--- src/rtl/tdc_stream_framer.sv ---
// TDC record framer: wraps each tlast-delimited byte record as SYNC, TYPE, SEQ,
// payload (zero-padded or truncated to PAYLOAD_BYTES) and a zero-sum checksum.
//
// state    | meaning
// IDLE     | waiting for the first byte of a record
// HDR_SYNC | emit sync byte (only if the output register was busy at record start)
// HDR_TYPE | emit message type
// HDR_SEQ  | emit sequence number
// PAYLOAD  | pass record bytes through into the frame
// PAD      | zero-fill after an early tlast
// CHK      | emit checksum with tlast
// DISCARD  | drop the tail of an overlong record
module tdc_stream_framer #(
   parameter int unsigned PAYLOAD_BYTES = 12,
   parameter logic [7:0]  SYNC_BYTE     = 8'hA5,
   parameter logic [7:0]  MSG_TYPE      = 8'h01
) (
   input  logic       i_clk,
   input  logic       i_rst,
   input  logic [7:0] i_s_axis_tdata,
   input  logic       i_s_axis_tvalid,
   output logic       o_s_axis_tready,
   input  logic       i_s_axis_tlast,
   output logic [7:0] o_m_axis_tdata,
   output logic       o_m_axis_tvalid,
   input  logic       i_m_axis_tready,
   output logic       o_m_axis_tlast,
   output logic [7:0] o_err_count,
   output logic [7:0] o_seq
);

   typedef enum logic [2:0] {
      S_IDLE, S_HDR_SYNC, S_HDR_TYPE, S_HDR_SEQ, S_PAYLOAD, S_PAD, S_CHK, S_DISCARD
   } state_t;

   localparam logic [7:0] LAST_IDX = 8'(PAYLOAD_BYTES - 1);

   state_t     state, state_nxt;
   logic [7:0] sum, sum_nxt;
   logic [7:0] idx, idx_nxt;
   logic [7:0] seq, seq_nxt;
   logic [7:0] err_cnt, err_nxt, err_inc;
   logic       late, late_nxt;
   logic       out_valid, out_last;
   logic [7:0] out_data;
   logic       can_load, load, load_last, s_ready;
   logic [7:0] load_data;

   assign can_load = !out_valid || i_m_axis_tready;
   assign err_inc  = (err_cnt == 8'hFF) ? err_cnt : err_cnt + 8'd1;

   always_comb begin
      state_nxt = state;
      sum_nxt   = sum;
      idx_nxt   = idx;
      seq_nxt   = seq;
      err_nxt   = err_cnt;
      late_nxt  = late;
      load      = 1'b0;
      load_data = 8'h00;
      load_last = 1'b0;
      s_ready   = 1'b0;
      case (state)
         S_IDLE: begin
            if (i_s_axis_tvalid) begin
               sum_nxt  = 8'h00;
               idx_nxt  = 8'h00;
               late_nxt = 1'b0;
               // Emit sync straight away when possible so the header follows tvalid by one cycle
               if (can_load) begin
                  load      = 1'b1;
                  load_data = SYNC_BYTE;
                  state_nxt = S_HDR_TYPE;
               end else begin
                  state_nxt = S_HDR_SYNC;
               end
            end
         end
         S_HDR_SYNC: begin
            if (can_load) begin
               load      = 1'b1;
               load_data = SYNC_BYTE;
               state_nxt = S_HDR_TYPE;
            end
         end
         S_HDR_TYPE: begin
            if (can_load) begin
               load      = 1'b1;
               load_data = MSG_TYPE;
               sum_nxt   = sum + MSG_TYPE;
               state_nxt = S_HDR_SEQ;
            end
         end
         S_HDR_SEQ: begin
            if (can_load) begin
               load      = 1'b1;
               load_data = seq;
               sum_nxt   = sum + seq;
               state_nxt = S_PAYLOAD;
            end
         end
         S_PAYLOAD: begin
            s_ready = can_load;
            if (i_s_axis_tvalid && can_load) begin
               load      = 1'b1;
               load_data = i_s_axis_tdata;
               sum_nxt   = sum + i_s_axis_tdata;
               idx_nxt   = idx + 8'd1;
               if (idx == LAST_IDX) begin
                  state_nxt = S_CHK;
                  late_nxt  = !i_s_axis_tlast;
               end else if (i_s_axis_tlast) begin
                  state_nxt = S_PAD;
                  err_nxt   = err_inc;
               end
            end
         end
         S_PAD: begin
            if (can_load) begin
               load    = 1'b1;
               idx_nxt = idx + 8'd1;
               if (idx == LAST_IDX) state_nxt = S_CHK;
            end
         end
         S_CHK: begin
            if (can_load) begin
               load      = 1'b1;
               load_data = 8'h00 - sum;
               load_last = 1'b1;
               seq_nxt   = seq + 8'd1;
               if (late) begin
                  state_nxt = S_DISCARD;
                  err_nxt   = err_inc;
               end else begin
                  state_nxt = S_IDLE;
               end
            end
         end
         S_DISCARD: begin
            s_ready = 1'b1;
            if (i_s_axis_tvalid && i_s_axis_tlast) state_nxt = S_IDLE;
         end
         default: state_nxt = S_IDLE;
      endcase
   end

   always_ff @(posedge i_clk or posedge i_rst) begin
      if (i_rst) begin
         state     <= S_IDLE;
         sum       <= 8'h00;
         idx       <= 8'h00;
         seq       <= 8'h00;
         err_cnt   <= 8'h00;
         late      <= 1'b0;
         out_valid <= 1'b0;
         out_data  <= 8'h00;
         out_last  <= 1'b0;
      end else begin
         state   <= state_nxt;
         sum     <= sum_nxt;
         idx     <= idx_nxt;
         seq     <= seq_nxt;
         err_cnt <= err_nxt;
         late    <= late_nxt;
         if (load) begin
            out_valid <= 1'b1;
            out_data  <= load_data;
            out_last  <= load_last;
         end else if (i_m_axis_tready) begin
            out_valid <= 1'b0;
         end
      end
   end

   assign o_s_axis_tready = s_ready;
   assign o_m_axis_tdata  = out_data;
   assign o_m_axis_tvalid = out_valid;
   assign o_m_axis_tlast  = out_last;
   assign o_err_count     = err_cnt;
   assign o_seq           = seq;

endmodule
--- config.mk ---
export PLATFORM = sky130hd
export DESIGN_NAME = tdc_stream_framer
export DESIGN_NICKNAME = d
export VERILOG_FILES = /design/src/rtl/tdc_stream_framer.sv
export SDC_FILE = /design/constraint.sdc
export NUM_CORES = 1
export LEC_CHECK = 0
export BUFFER_PORTS_ARGS = -buffer_cell sky130_fd_sc_hd__buf_2
export CAP_MARGIN = 20
export CORE_MARGIN = 10
export CORE_UTILIZATION = 24
export DETAILED_ROUTE_END_ITERATION = 10
export SYNTH_ARGS = -nofsm -noshare
export SYNTH_HDL_FRONTEND = slang
export SYNTH_SLANG_ARGS = --single-unit
--- constraint.sdc ---
create_clock -name i_clk -period 3.3 [get_ports i_clk]
set_clock_uncertainty 0.05 [all_clocks]
set_input_delay 0 -clock i_clk [delete_from_list [all_inputs] [get_ports i_clk]]
set_output_delay 0 -clock i_clk [all_outputs]
set_load 0.01 [all_outputs]
# Yosys cells after proc, flatten, opt, wreduce, memory -nomap -nowiden
# Index checks and enable logic that the tools add are counted.
totals:
  reg_bits: 46
  out_inout_bits: 27
classes:
  n_reduce_logical: 18
  muxes: 48
  eq_ne: 23
  addsub: 7
op_table:
  columns: ["cell", "count"]
  rows:
  - ["8-bit 2-to-1 mux", 17]
  - ["8-bit one-hot mux with 6 select lines", 1]
  - ["3-bit 2-to-1 mux", 12]
  - ["8-bit by 1-bit adder with 8-bit output, second input constant", 4]
  - ["8-bit one-hot mux with 4 select lines", 1]
  - ["2-bit != test, second input constant", 13]
  - ["3-bit one-hot mux with 8 select lines", 1]
  - ["8-bit one-hot mux with 3 select lines", 1]
  - ["8-bit adder", 2]
  - ["8-bit one-hot mux with 2 select lines", 1]
  - ["3-bit == test, second input constant", 4]
  - ["1-bit 2-to-1 mux", 10]
  - ["10-bit AND reduction", 1]
  - ["8-bit by 4-bit == test with 1-bit output, second input constant", 1]
  - ["8-bit == test, second input constant", 1]
  - ["4-bit AND reduction", 2]
  - ["1-bit by 8-bit subtractor with 8-bit output, first input constant", 1]
  - ["3-bit by 2-bit == test with 1-bit output, second input constant", 2]
  - ["6-bit AND reduction", 1]
  - ["2-bit nonzero test", 3]
  - ["5-bit AND reduction", 1]
  - ["5-bit OR reduction", 1]
  - ["1-bit one-hot mux with 2 select lines", 2]
  - ["4-bit nonzero test", 1]
  - ["10 further kinds", 12]

# Logic depth before layout (Yosys ltp)
logic_depth:
  ltp_word: 6
  depth_mapped: 10
  ltp_nobuf: 10

# Worst setup path after synthesis
# Ideal clock, no wire load.
synth_timing:
  kind: "flip-flop to flip-flop"
  from: "register state[2]"
  to: "register sum[6]"
  setup_slack_ns: 0.655
  setup_ns: 0.133
  required_time_ns: 3.117
  arrival_ns: 2.463
  stages_incl_launch_ff: 11
  cell_sequence: "dfrtp_1 clkbuf_1 buf_2 o32a_1 ha_1 fa_1 a211oi_1 o21bai_1 a21oi_1 xor2_1 o31ai_1"
synth_between:
  elab_chain_cells: 3
  elab_cells_between_ends: 11
synth_lines:
  columns: ["element", "line", "rtl"]
  rows:
  - ["start: declaration", "38", "state_t state, state_nxt;"]
  - ["start signal: assignment", "159", "state <= state_nxt;"]
  - ["3-bit == test, or another cell as far along", "63", "case (state)"]
  - ["4-bit nonzero test (no source line) or 2-bit != test (tied branches)", null, null]
  - ["5-bit AND reduction (no source line)", null, null]
  - ["end signal: assignment", "160", "sum <= sum_nxt;"]
  - ["end: declaration", "39", "logic [7:0] sum, sum_nxt;"]
# Several ways; a longest one is shown, not always the timed one.
# A chain may end at the register's enable or synchronous reset.

# Final worst setup path
layout_timing:
  from: "register state[0]"
  to: "register sum[6]"
# Same word-level chain as after synthesis.

==> flow_metrics.tcl <==
set metrics [dict create \
    outcome "finished clean" \
    cp_slowest_cell "dfrtp_1" \
    use_met3_pct 1.92 \
    drv_slew 0 \
    drc 0 \
    fmax_mhz 338 \
    synth_cell_types 60 \
    ys_warn_count 0 \
    place_area_um2 3210 \
    cap_viol_max_count 0 \
    layout-drive-gt1-share_pct 17.6 \
    die_h_um 129 \
    routed_wl_um 7830 \
    yosysTopAreaCell "dfrtp_1" \
    hold_viol 0 \
    rsz0062_at_grt "false" \
    busiest_layer "met2" \
    power_density_nw_per_um2 892 \
    synthesis.area_um2 2870 \
    cts_buffers 5 \
    grt_pass1_wl_um 12700 \
    design_area_um2 3450 \
    critPathKind "reg2reg" \
    p_leak_nw 1.58 \
    hold_path.class "in2reg" \
    first_pass_iters 4 \
    worstHoldStart "i_s_axis_tlast" \
    synth_top_area_share_pct 40.2 \
    final_util_pct 29.9 \
    antenna_found_initial 0 \
    nFillCells 1191 \
    synth_edf_count 0 \
    grt_max_degree 47 \
    grt_pass1_vias 2526 \
    postSynthAreaPerCell_um2 9.49 \
    synth_flop_cell "dfrtp_1" \
    finalWorstSetupSlack_ns 0.341 \
    required_ns 3.40 \
    dpl.hpwl_um 5830 \
    cp_slowest_stage_delay_ns 0.54 \
    area_growth_pct 20.5 \
    met1_usage_pct 11.6 \
    die_w_um 129 \
    fp.dieArea_um2 16700 \
    setup_viol 0 \
    relSlewSlack_pct 35.9 \
    syn-num-nets 327 \
    cpLargestDelayFamily "compound AO/OA/AOI/OAI gates" \
    port_buffers 39 \
    num_rows 39 \
    initial_core_util_pct 24.8 \
    worstMarginPinSlew_ns 0.960 \
    worstReg2RegStart "state[0]$_DFFE_PP0P_" \
    synthArstFlopShare_pct 100 \
    diodes 0 \
    cts.sinks 46 \
    synth_area_leaders "dfrtp_1 (40%), nand2_1 (5.5%), ha_1 (4.8%), xnor2_1 (4.0%), o21ai_0 (3.8%)" \
    via_per_inst 5.16 \
    tritoncts "built" \
    cts_root_buf "clkbuf_16" \
    routedWlPerCell_um 16.0 \
    clk_pin_slew_ns 0.06 \
    critPathCaptureType "register" \
    crit_arrival_ns 3.06 \
    fin_nets 370 \
    period_minus_slack_ns 2.96 \
    regArea_um2 1150 \
    startpoint_type "register" \
    clock_path_buffers 2 \
    ys_seq_area_share_pct 40.2 \
    ir_drop_mv 0.435 \
    r2r_cells 10 \
    use_met2_pct 15.1 \
    multi_input_area_um2 1630 \
    path_max_fanout 15 \
    fin_crit_sh_pct 89.7 \
    place_ws_ns 0.403 \
    synth_seq_cells 46 \
    crit_end "sum[6]$_DFFE_PP0P_" \
    grt_usage_pct 9.37 \
    crit_chain "nor2_1 -> nand2_1 -> o32a_1 -> ha_1 -> fa_1 -> a211oi_1 -> o21bai_1 -> a21oi_1 -> xor2_1 -> o31ai_1" \
    startpoint "state[0]$_DFFE_PP0P_" \
    overflow 0 \
    synth_cells 302 \
    rr_endpoint "sum[6]$_DFFE_PP0P_" \
    layoutNonFillerInstCount 489 \
    path_buf_inv 0 \
    pin_count 40 \
    tns_ns 0 \
    cts_resized 0 \
    num_vias 2523 \
    h-tree-depth 2 \
    clk_latency_ns 0.29 \
    drtIter0Drc 205 \
    reg2reg_setup_slack_ns 0.34 \
    fp.coreArea_um2 11600 \
    dp_cells 474 \
    ant_nets 0 \
    path_depth 10 \
    finalWeightedCongestion 0.892 \
    holdPathStages 3 \
]
==> cell families (layout without fill, tap and decap cells) <==
kind of cell / count (synthesis) / in the layout / synth area share, %
and+or+nand+nor: 111 / 111 / 20.3
DFF: 46 / 46 / 40.2
adders and majority gates: 12 / 12 / 5.50
muxes: 6 / 6 / 2.53
AOI/OAI and AO/OA: 83 / 83 / 21.6
xor gates and xnor gates: 23 / 23 / 7.03
buffers and inverters: 21 / 65 / 2.97
==> layout make-up <==
cell class / count / share of cell area (%)
Sequential cell: 46 / 33.3
Clock inverter: 2 / 1.09
Clock buffer: 6 / 3.73
Tap cell: 143 / 5.18
Timing Repair Buffer: 49 / 8.62
Multi-Input combinational cell: 235 / 47.2
Inverter: 8 / 0.869
==> tightest hold or removal path, stage by stage <==
cell and delay [ns]:
buf_2 0.12, or3b_1 0.11, o21ai_0 0.07
==> metrics by stage <==
stage                     hold slack, ns  total power, mW
after detailed placement           0.223             2.51
after floorplan                   0.0907             2.08
after global placement             0.220             2.48
final                            0.00708             3.08
after global routing              0.0332             3.33
after CTS                        0.00872             3.10
==> where the power goes <==
group / internal, mW / total [mW] / switching (mW)
registers: 0.766 / 1.08 / 0.312
logic: 0.623 / 1.43 / 0.803
clock network: 0.358 / 0.576 / 0.219
==> worst min path at each step <==
stage / end / slack [ns]
after floorplan: o_m_axis_tdata[0]$_DFFE_PP0P_ / 0.09
after global placement: o_m_axis_tdata[3]$_DFFE_PP0P_ / 0.22
after detailed placement: o_m_axis_tdata[3]$_DFFE_PP0P_ / 0.22
after CTS: late$_DFFE_PP0P_ / 0.009
after global routing: o_m_axis_tdata[1]$_DFFE_PP0P_ / 0.03
final: late$_DFFE_PP0P_ / 0.007
==> timing repair <==
action                    CTS  global route
hold buffers                6             0
setup buffers               0             0
hold endpoints to repair   51             0
==> cell usage in the layout (no fill, tap or decap), types with 7 or more instances in the layout <==
master / synthesis / routed
ha_1: 11 / 11
a21oi_1: 10 / 10
o21ai_0: 22 / 22
xor2_1: 10 / 10
dfrtp_1: 46 / 46
a22o_1: 10 / 10
nor2_1: 13 / 13
inv_1: 8 / 7
xnor2_1: 13 / 13
nand3_1: 16 / 16
nand2_1: 42 / 42
buf_2: 5 / 39
==> metal layers <==
layer	vias to the layer above	share of wire [%]
li1	1210	-
met1	1234	45
met2	67	49
met3	12	4.1
met4	0	2.1
met5	-	0
==> flip-flops by register name (all words and copies together), names as in the netlist <==
name	cells
late	1
o_m_axis_tdata	8
state	3
idx	8
o_m_axis_tlast	1
sum	8
o_err_count	8
o_seq	8
o_m_axis_tvalid	1
==> cell usage after synthesis, drive strengths merged, types with 2 or more instances <==
library cell / n
nand4: 4
mux2: 4
o21bai: 2
or3: 2
nor4b: 3
and3: 5
mux2i: 2
a32oi: 3
nand2: 42
nand2b: 3
a221oi: 2
xor2: 10
buf: 5
a211oi: 6
nor3: 6
inv: 8
a222oi: 3
dfrtp: 46
ha: 11
nor2b: 3
nand3: 16
nand4b: 2
nor2: 13
o31ai: 5
a22o: 10
o21ai: 24
a21o: 3
xnor2: 13
nor4: 5
nor3b: 2
o41ai: 2
a21oi: 11
clkbuf: 8
(Power assumes the default switching activity.)
